### config.mk
export PLATFORM = sky130hd
export DESIGN_NAME = dcache_ctrl_flat
export DESIGN_NICKNAME = d
export VERILOG_FILES = /design/src/rtl/dcache_ctrl_if.sv /design/src/rtl/dcache_ctrl.sv /design/src/flat_wrapper.sv
export SDC_FILE = /design/constraint.sdc
export NUM_CORES = 2
export LEC_CHECK = 0
export CORE_MARGIN = 2
export CORE_UTILIZATION = 40
export CTS_CLUSTER_DIAMETER = 60
export DETAILED_ROUTE_END_ITERATION = 16
export MAX_ROUTING_LAYER = met4
export PLACE_DENSITY = 0.52
export SLEW_MARGIN = 20
export SYNTH_ARGS = -nofsm -noshare
export SYNTH_HDL_FRONTEND = slang
export SYNTH_MEMORY_MAX_BITS = 65536
export SYNTH_SLANG_ARGS = --single-unit
### constraint.sdc
create_clock -name clk_i -period 8.8 [get_ports clk_i]
set_clock_uncertainty 0.2 [all_clocks]
set_input_delay 0.88 -clock clk_i [delete_from_list [all_inputs] [get_ports clk_i]]
set_output_delay 0.88 -clock clk_i [all_outputs]
set_load 0.005 [all_outputs]
### src/rtl/dcache_ctrl_if.sv
// Backing-memory port of the data cache: word-wide req/ack handshake.
interface dcache_ctrl_if;
  logic        mem_req_o;
  logic        mem_we_o;
  logic [63:0] mem_addr_o;
  logic [63:0] mem_wdata_o;
  logic [63:0] mem_rdata_i;
  logic        mem_ack_i;

  // Cache side drives the request, memory side answers.
  modport master (
    output mem_req_o, mem_we_o, mem_addr_o, mem_wdata_o,
    input  mem_rdata_i, mem_ack_i
  );

  modport slave (
    input  mem_req_o, mem_we_o, mem_addr_o, mem_wdata_o,
    output mem_rdata_i, mem_ack_i
  );
endinterface

### src/rtl/dcache_ctrl.sv
// Direct-mapped, write-through, read-allocate data cache for the M stage.
// Misses fill a 4-word line from backing memory; stores always go through
// to memory and update the cached copy only when the line is present.
module dcache_ctrl #(
  parameter int unsigned IDX_W      = 4,
  parameter int unsigned LINE_WORDS = 4
) (
  input  logic          clk_i,
  input  logic          rst_i,
  input  logic          M_read_i,
  input  logic          M_write_i,
  input  logic [63:0]   M_addr_i,
  input  logic [63:0]   M_data_i,
  output logic [63:0]   m_data_o,
  output logic          m_error_o,
  output logic          h_memory_access_o,
  dcache_ctrl_if.master mem
);

  localparam int unsigned NLINES = 1 << IDX_W;
  localparam int unsigned TAG_W  = 64 - 5 - IDX_W;
  localparam logic [1:0]  LAST   = 2'(LINE_WORDS - 1);

  typedef enum logic [1:0] {IDLE, FILL, WRITE} state_e;

  state_e              state_q, state_d;
  logic [1:0]          cnt_q, cnt_d;
  logic                req_q, req_d;
  logic                we_q, we_d;
  logic [63:0]         addr_q, addr_d;
  logic [63:0]         wdata_q, wdata_d;
  logic [NLINES-1:0]   valid_q, valid_d;

  logic [TAG_W-1:0]    tag_q  [NLINES];
  logic [63:0]         data_q [NLINES][LINE_WORDS];

  logic [1:0]          offset;
  logic [IDX_W-1:0]    idx;
  logic [TAG_W-1:0]    tag;
  logic                hit, err, ack;
  logic                fill_we, hit_we, tag_we;

  assign offset = M_addr_i[4:3];
  assign idx    = M_addr_i[5 +: IDX_W];
  assign tag    = M_addr_i[63 -: TAG_W];
  assign hit    = valid_q[idx] & (tag_q[idx] == tag);
  assign err    = ((M_read_i | M_write_i) & (|M_addr_i[2:0])) | (M_read_i & M_write_i);
  // An ack with no request outstanding is ignored.
  assign ack    = mem.mem_ack_i & req_q;

  assign mem.mem_req_o   = req_q;
  assign mem.mem_we_o    = we_q;
  assign mem.mem_addr_o  = addr_q;
  assign mem.mem_wdata_o = wdata_q;

  // Next-state logic: registered memory-port outputs are loaded on state entry
  // so they stay stable until the ack that completes each word.
  always_comb begin
    state_d = state_q;
    cnt_d   = cnt_q;
    req_d   = req_q;
    we_d    = we_q;
    addr_d  = addr_q;
    wdata_d = wdata_q;
    valid_d = valid_q;
    fill_we = 1'b0;
    hit_we  = 1'b0;
    tag_we  = 1'b0;
    unique case (state_q)
      IDLE: begin
        if (!err && M_write_i) begin
          state_d = WRITE;
          req_d   = 1'b1;
          we_d    = 1'b1;
          addr_d  = M_addr_i;
          wdata_d = M_data_i;
        end else if (!err && M_read_i && !hit) begin
          state_d = FILL;
          cnt_d   = '0;
          req_d   = 1'b1;
          we_d    = 1'b0;
          addr_d  = {M_addr_i[63:5], 2'b00, 3'b000};
        end
      end
      FILL: begin
        if (ack) begin
          fill_we = 1'b1;
          if (cnt_q == LAST) begin
            tag_we       = 1'b1;
            valid_d[idx] = 1'b1;
            state_d      = IDLE;
            cnt_d        = '0;
            req_d        = 1'b0;
            addr_d       = '0;
          end else begin
            cnt_d  = cnt_q + 2'd1;
            addr_d = {M_addr_i[63:5], cnt_q + 2'd1, 3'b000};
          end
        end
      end
      WRITE: begin
        if (ack) begin
          hit_we  = hit;
          state_d = IDLE;
          req_d   = 1'b0;
          we_d    = 1'b0;
          addr_d  = '0;
          wdata_d = '0;
        end
      end
      default: state_d = IDLE;
    endcase
  end

  // Control state; reset drops the request at once and discards any partial line.
  always_ff @(posedge clk_i or posedge rst_i) begin
    if (rst_i) begin
      state_q <= IDLE;
      cnt_q   <= '0;
      req_q   <= 1'b0;
      we_q    <= 1'b0;
      addr_q  <= '0;
      wdata_q <= '0;
      valid_q <= '0;
    end else begin
      state_q <= state_d;
      cnt_q   <= cnt_d;
      req_q   <= req_d;
      we_q    <= we_d;
      addr_q  <= addr_d;
      wdata_q <= wdata_d;
      valid_q <= valid_d;
    end
  end

  // Tag and data arrays need no reset: valid bits gate every use.
  always_ff @(posedge clk_i) begin
    if (fill_we) data_q[idx][cnt_q]  <= mem.mem_rdata_i;
    if (hit_we)  data_q[idx][offset] <= wdata_q;
    if (tag_we)  tag_q[idx]          <= tag;
  end

  // Load data and stall request toward the pipeline.
  always_comb begin
    m_error_o         = err;
    m_data_o          = '0;
    h_memory_access_o = 1'b0;
    unique case (state_q)
      IDLE: begin
        if (M_read_i && !err && hit) m_data_o = data_q[idx][offset];
        h_memory_access_o = !err && (M_write_i || (M_read_i && !hit));
      end
      FILL:    h_memory_access_o = 1'b1;
      WRITE:   h_memory_access_o = !ack;
      default: h_memory_access_o = 1'b0;
    endcase
  end

endmodule

### src/flat_wrapper.sv
// flat-port wrapper written by rule: the top's interface ports become plain ports
module dcache_ctrl_flat 
#(
  parameter int unsigned IDX_W      = 4,
  parameter int unsigned LINE_WORDS = 4
)
  (clk_i, rst_i, M_read_i, M_write_i, M_addr_i, M_data_i, m_data_o, m_error_o, h_memory_access_o, mem_mem_req_o, mem_mem_we_o, mem_mem_addr_o, mem_mem_wdata_o, mem_mem_rdata_i, mem_mem_ack_i);
  dcache_ctrl_if mem_i ();
  input  logic clk_i;
  input  logic rst_i;
  input  logic M_read_i;
  input  logic M_write_i;
  input  logic [63:0] M_addr_i;
  input  logic [63:0] M_data_i;
  output logic [63:0] m_data_o;
  output logic m_error_o;
  output logic h_memory_access_o;
  output wire logic [$bits(mem_i.mem_req_o)-1:0] mem_mem_req_o;
  output wire logic [$bits(mem_i.mem_we_o)-1:0] mem_mem_we_o;
  output wire logic [$bits(mem_i.mem_addr_o)-1:0] mem_mem_addr_o;
  output wire logic [$bits(mem_i.mem_wdata_o)-1:0] mem_mem_wdata_o;
  input wire logic [$bits(mem_i.mem_rdata_i)-1:0] mem_mem_rdata_i;
  input wire logic [$bits(mem_i.mem_ack_i)-1:0] mem_mem_ack_i;
  assign mem_mem_req_o = mem_i.mem_req_o;
  assign mem_mem_we_o = mem_i.mem_we_o;
  assign mem_mem_addr_o = mem_i.mem_addr_o;
  assign mem_mem_wdata_o = mem_i.mem_wdata_o;
  assign mem_i.mem_rdata_i = mem_mem_rdata_i;
  assign mem_i.mem_ack_i = mem_mem_ack_i;
  dcache_ctrl #(.IDX_W(IDX_W), .LINE_WORDS(LINE_WORDS)) u_core (.clk_i(clk_i), .rst_i(rst_i), .M_read_i(M_read_i), .M_write_i(M_write_i), .M_addr_i(M_addr_i), .M_data_i(M_data_i), .m_data_o(m_data_o), .m_error_o(m_error_o), .h_memory_access_o(h_memory_access_o), .mem(mem_i));
endmodule
==> impl_metrics.toml <==
[synth]
synth_edf_count = 4976
syn_area_um2 = 200000
synth_seq_cells = 5126
synthesis.nets = 8625
synth_ff_type = "edfxtp_1"
yosysSeqAreaShare_pct = 76.7
synth.distinct_cells = 73
syn_inst = 8420
ys_warn_count = 0
ys_async_sr_fraction_pct = 2.93
avgSynthCellArea_um2 = 23.7

[setup_path]
worst-path-max-fanout = 95
cp_data_arrival_time_ns = 7.39
worstSetupPathType = "in -> out"
cp.required_ns = 7.72
cpMaxStageDelayCell = "a2111oi_0"
reg2reg_depth = 11
end_kind = "output port"
critical_path.top_delay_family = "simple AND/OR/NAND/NOR gates"
start_kind = "primary input"
critPathMaxStageDelay_ns = 0.98
critical_path_cell_count = 13
crit_chain = "buf_8 -> nor2b_1 -> a22oi_1 -> and3_1 -> a2111oi_0 -> nand4_1 -> a2111o_1 -> nor4_1 -> buf_4 -> nand4_1 -> buf_12 -> nor2b_1 -> clkdlybuf4s50_1"
path_buf_inv = 4

[timing]
rsz0062_at_grt = "false"
slew-limit-headroom_pct = 17.4
finalCriticalPeriod_ns = 8.47
fmax_ghz = 0.118
finalHoldViolCount = 0
fin_crit_sh_pct = 96.2
setup_viol = 0
worstMarginPinSlew_ns = 1.24
setup-tns-final_ns = 0
slew_violations = 0
fin_ws_ns = 0.333

[floorplanning]
die_x_um = 711
start_util_pct = 40.1
ioPinCount = 393
die_h_um = 711
die_area_um2 = 505000
rows = 259
coreArea_um2 = 497000

[layout]
nFillCells = 40500
nets = 9449
instances_no_fill = 16400
synthToLayoutAreaGrowth_pct = 16.2
drive_gt1_share_pct = 28.8
final_common_cell = "edfxtp_1"
final_util_pct = 46.6
final_cell_mix = "4976 x edfxtp_1, 1535 x mux4_2, 566 x clkbuf_16"

[global_routing]
first_global_vias = 99100
grt_max_degree = 132
overflow = 0
grtUsageTotal_pct = 24.6
grt_pass1_wl_um = 832000
antenna_found_initial = 61

[power]
power_leakage_nw = 72.6
p_sw_share_pct = 23.6
p_int_mw = 41.3
p_switching_mw = 12.7
p_seq_share_pct = 51.4
power_density_nw_per_um2 = 233
peakVddDrop_mv = 0.218
clkPwrFrac_pct = 40.9
combPwrFrac_pct = 7.7

[flow_run]
maxCapViolCount = 0

[detailed_routing]
drtIter0Drc = 12600
vias_per_cell = 6.00
ant_nets = 0
num_vias = 98100
first_pass_iters = 6
wire_per_inst_um = 37.3
drc_errors = 0
wl_um = 611000

[clock_tree]
clk_pin_slew_ns = 0.05
worstSkewPairLatency_ns = 1.08
cts_hold_buf = 0
htreeDepth = 6
ctsLongestPathBuffers = 4
clockRootBuffer = "clkbuf_16"
cts_setup_buffers = 0
ctsResizeCount = 0
cts_tree = "done"
clock_sinks = 5126
cts-buffers-inserted = 559

[placement]
portBuffers = 392
place_congestion = 0.834
pre_cts_slack_ns = 0.404
hpwl_um = 343000
dp_cells = 15300

[status]
status = "completed"

[hold_path]
hp-class = "in -> async"
## worst paths after layout
path	startpoint	to	slack [ns]
max	M_addr_i[7]	m_data_o[28]	0.33
max in group asynchronous	rst_i	u_core.mem.mem_wdata_o[0]	6.96
max reg2reg	u_core.tag_q[15][40]	u_core.data_q[4][138]	2.60
min reg2reg	u_core.valid_q[8]	u_core.valid_q[8]	0.27
min in group clk_i	M_addr_i[8]	u_core.mem.mem_addr_o[8]	0.16
min	rst_i	u_core.mem.mem_wdata_o[61]	0.16
## synth_stat cells (all sizes together) (6+ instances only)
master      n  area (um2)
a221oi      8        70.1
ha          8         100
nand3b     65         488
buf       179         968
xnor2      35         307
nand3      15        75.1
nor3       10        50.1
dfrtp     150        3750
a22oi      33         248
mux2i     167        1670
a31oi       8        50.1
or2        18         113
inv        23        86.3
and2       11        68.8
and3        9        56.3
edfxtp   4976      149000
a21oi      37         189
mux4     1535       34600
nand4       9        56.3
a2111oi     6        71.3
nand2b      7        43.8
mux2      259        2920
nand2     194         728
nor2       95         357
xor2       36         315
nor2b      69         432
o21ai      19        95.1
clkbuf    279        1050
a22o       71         622
o22ai       9        56.3
## layout make-up
class / count / area (um2) / share of cell area (%)
well taps: 6655 / 8330 / 3.59
flip-flops and latches: 5126 / 153000 / 66.0
repair buffers: 721 / 8150 / 3.51
diodes: 34 / 85.1 / 0.0367
multi-input cells: 2812 / 45200 / 19.5
clock inverters: 276 / 2240 / 0.964
clock buffers: 720 / 14800 / 6.39
inverters: 24 / 97.6 / 0.0421
## power groups by stage
stage	clock, mW	combinational, mW	sequential, mW
2_1_floorplan	0	2.15	27.8
3_3_place_gp	0	4.15	28.3
3_5_place_dp	0	4.21	28.3
4_1_cts	22.5	4.23	27.8
5_1_grt	23.4	4.43	27.8
6_report	22.1	4.16	27.8
## state kept, by name (all words and copies together) (netlist names)
signal	count
u_core.cnt_q	2
u_core.data_q	4096
u_core.mem.mem_addr_o	64
u_core.mem.mem_req_o	1
u_core.mem.mem_wdata_o	64
u_core.mem.mem_we_o	1
u_core.state_q	2
u_core.tag_q	880
u_core.valid_q	16
## per-layer routing
| metal | GRT usage (%) | wire (um) | vias up |
|---|---|---|---|
| met1 | 34.2 | 254000 | 55100 |
| met4 | 4.75 | 12700 | 0 |
| met5 | - | 0 | - |
| met2 | 39.2 | 299000 | 4383 |
| li1 | - | - | 37900 |
| met3 | 3.77 | 45100 | 749 |
## logic make-up after synthesis
family / count (synthesis) / share of synthesized area (%)
flip-flops: 5126 / 76.7
multiplexers: 1961 / 19.6
AND/OR/NAND/NOR: 528 / 1.34
buffers and inverters: 482 / 1.05
AO/OA/AOI/OAI: 243 / 0.923
XOR/XNOR: 71 / 0.311
adder cells (fa/ha/maj): 9 / 0.0551
## metrics by stage
step / instance area (um2) / power (mW) / hold slack (ns)
2_1_floorplan: 200000 / 30.0 / 0.234
3_3_place_gp: 215000 / 32.5 / 0.245
3_5_place_dp: 215000 / 32.5 / 0.249
4_1_cts: 232000 / 54.5 / 0.0413
5_1_grt: 232000 / 55.6 / 0.0818
6_report: 232000 / 54.1 / 0.155
## worst register-to-register path, stage by stage, from the launching register on
cell,delay (ns)
edfxtp_1,0.36
mux4_2,0.48
mux4_2,0.49
xnor2_1,0.58
o2111ai_1,0.21
or4_1,0.56
a2111oi_4,0.73
nand4b_1,0.33
a21boi_4,0.23
buf_4,0.30
nor2_4,0.93
buf_12,0.35
Note: power is estimated with default switching activity, not from simulation.
==> edit (same settings) <==
`IDX_W` is set to 4 in 2 places; all go to 3.
--- a/src/rtl/dcache_ctrl.sv
+++ b/src/rtl/dcache_ctrl.sv
@@ -2,7 +2,7 @@
 // Misses fill a 4-word line from backing memory; stores always go through
 // to memory and update the cached copy only when the line is present.
 module dcache_ctrl #(
-  parameter int unsigned IDX_W      = 4,
+  parameter int unsigned IDX_W      = 3,
   parameter int unsigned LINE_WORDS = 4
 ) (
   input  logic          clk_i,
--- a/src/flat_wrapper.sv
+++ b/src/flat_wrapper.sv
@@ -1,7 +1,7 @@
 // flat-port wrapper written by rule: the top's interface ports become plain ports
 module dcache_ctrl_flat 
 #(
-  parameter int unsigned IDX_W      = 4,
+  parameter int unsigned IDX_W      = 3,
   parameter int unsigned LINE_WORDS = 4
 )
   (clk_i, rst_i, M_read_i, M_write_i, M_addr_i, M_data_i, m_data_o, m_error_o, h_memory_access_o, mem_mem_req_o, mem_mem_we_o, mem_mem_addr_o, mem_mem_wdata_o, mem_mem_rdata_i, mem_mem_ack_i);
Check against the original RTL: not settled (the Yosys comparison gave no result); the edit may change what the design does.
==> edit against the original RTL <==
- maximum frequency rose by 9.5%
- synthesized cell count fell by 34%
- final area down 49%
- setup slack better by 0.73 ns
- synthesized area is 50% lower
- combinational power shrank 31%
- largest power group unchanged
- sequential cell count down 2488
- power is 46% lower
- routed wire length fell by 48%
==> edit: results (changes against the original RTL) <==
* DR WL met3 at 23970 microns (-47%)
* Clock buffer cells at 392 (-46%)
* Count of unique library cells instantiated by Yosys at 63 (-14%)
* IR drop worst, VDD at 0.2325 mV (+6.8%)
* Nets at 6311 (-33%)
* Logic pwr share at 9.8% (+2.1 points)
* Post-synthesis sequential area ratio at 78.73% (+2.0 points)
* Clock-cell share at 7.657% (+0.31 points)
* Synth Area in Adders at 0.1004% (+0.045 points)
* Area of the multi-input gates at 19880 sq um (-56%)
* Routed metal-1 wire length at 136900 microns (-46%)
* Slew @ Worst Pin at 1.122 ns (-0.1168 ns)
* Synth top cells by count: edfxtp_1 (2496), o22ai_1 (1028), clkbuf_1 (279)
* Top post-synthesis cells by area: edfxtp_1 (75%), o22ai_1 (6.4%), dfrtp_1 (3.6%)
* NonClk Buf Share at 5.071% (+1.6 points)
* Grt met1 use at 35.30% (+1.1 points)
* Pin count of the biggest net entering global routing at 74 (-44%)
* Placed Area at 108800 sq um (-49%)
* GPL Wtd Cong at 0.8013 (-4.0%)
* Slowest CP cell: nor4_1
* Share of cells above drive strength 1 at 17.02% (-12 points)
* Filler cells at 20910 (-48%)
* Synth Register Bits at 2638 (-49%)
* Regs by FF count: u_core.data_q: 2048 flops, u_core.tag_q: 448 flops
* Syn nets at 5782 (-33%)
* Global-route track usage on met3 at 4.303% (+0.54 points)
* Initial DRC count at 6508 (-49%)
* Async SR Flop Fraction at 5.383% (+2.5 points)
* WL met2 at 149100 microns (-50%)
* Worst slack at placement at 0.9024 ns (+0.4986 ns)
* Signal inverters at 69 (+190%)
* Status: finished clean
* Total GRT Usage at 25.31% (+0.67 points)
* Comb_multi_in at 2516 (-11%)
* Vias in the first global route at 56360 (-43%)
* Buffers outside the clock class at 584 (-19%)
* Seq/total area at 66.60% (+0.59 points)
* Post-CTS Setup Inserts at 0 (unchanged)
* Multi-input gate share of total cell area at 16.87% (-2.6 points)
* Diodes inserted at 18 (-47%)
* First-pass GRT wire length at 441600 microns (-47%)
* CP arrival at 6.65 ns (-0.74 ns)
* Post-synth EDFFs at 2496 (-50%)
* Grt met2 use at 39.19% (about the same)
* Clock Latency Late Sink at 0.97 ns (-0.11 ns)
* Clock buffer count from CTS at 297 (-47%)
* Final HPWL DP at 180900 microns (-47%)
* 1st-pass router iterations at 5 (-1)
* Overall routed net length at 316400 microns (-48%)
* Post-Synth XOR/XNOR Area at 0.3074% (-0.0040 points)
* Leakage Power at 0.03812 uW (-48%)
* Flop pwr share at 50.3% (-1.1 points)
* Power Internal at 22090 uW (-47%)
* Multiplexer share of the synthesized area at 7.772% (-12 points)
* CP peak stage delay at 0.79 ns (-0.19 ns)
* Via density at 5.977 (-0.32%)
* H-tree lvl count at 5 (-1)
* Top fanout value on the critical path at 59 (-38%)
* Synth Area in Compound Gates at 7.158% (+6.2 points)
* Initial antenna violation count at 22 (-64%)
[edit: kinds of logic after synthesis]
group	Yosys count
compound gates	1126
mux	567
fa+ha+maj	8
simple gates	780
xor+xnor	35
buf+inv	423
flops	2638
[edit: through the flow]
step                total power [uW]  hold WS, ns  util [%]  std cells
CTS                            29380       0.2117     47.47       9651
global route                   30080       0.2561     47.48       9663
detailed placement             17790       0.2591     43.83       9137
finish                         29170       0.2428     47.49       9669
floorplan                      15910       0.2389         -       5577
global placement               17770       0.2526     43.83       9137
[edit: worst paths after layout]
kind | from | endpoint | slack, ns | depth (start not counted)
max reg2reg | u_core.tag_q[6][19] | u_core.data_q[6][2] | 3.30 | 11
min | rst_i | u_core.mem.mem_wdata_o[19] | 0.24 | 2
max | M_addr_i[7] | m_data_o[45] | 1.07 | 14
min reg2reg | u_core.valid_q[6] | u_core.valid_q[6] | 0.27 | 1
min in group clk_i | u_core.valid_q[6] | u_core.valid_q[6] | 0.27 | 1
max in group asynchronous | rst_i | u_core.mem.mem_addr_o[13] | 6.91 | 3
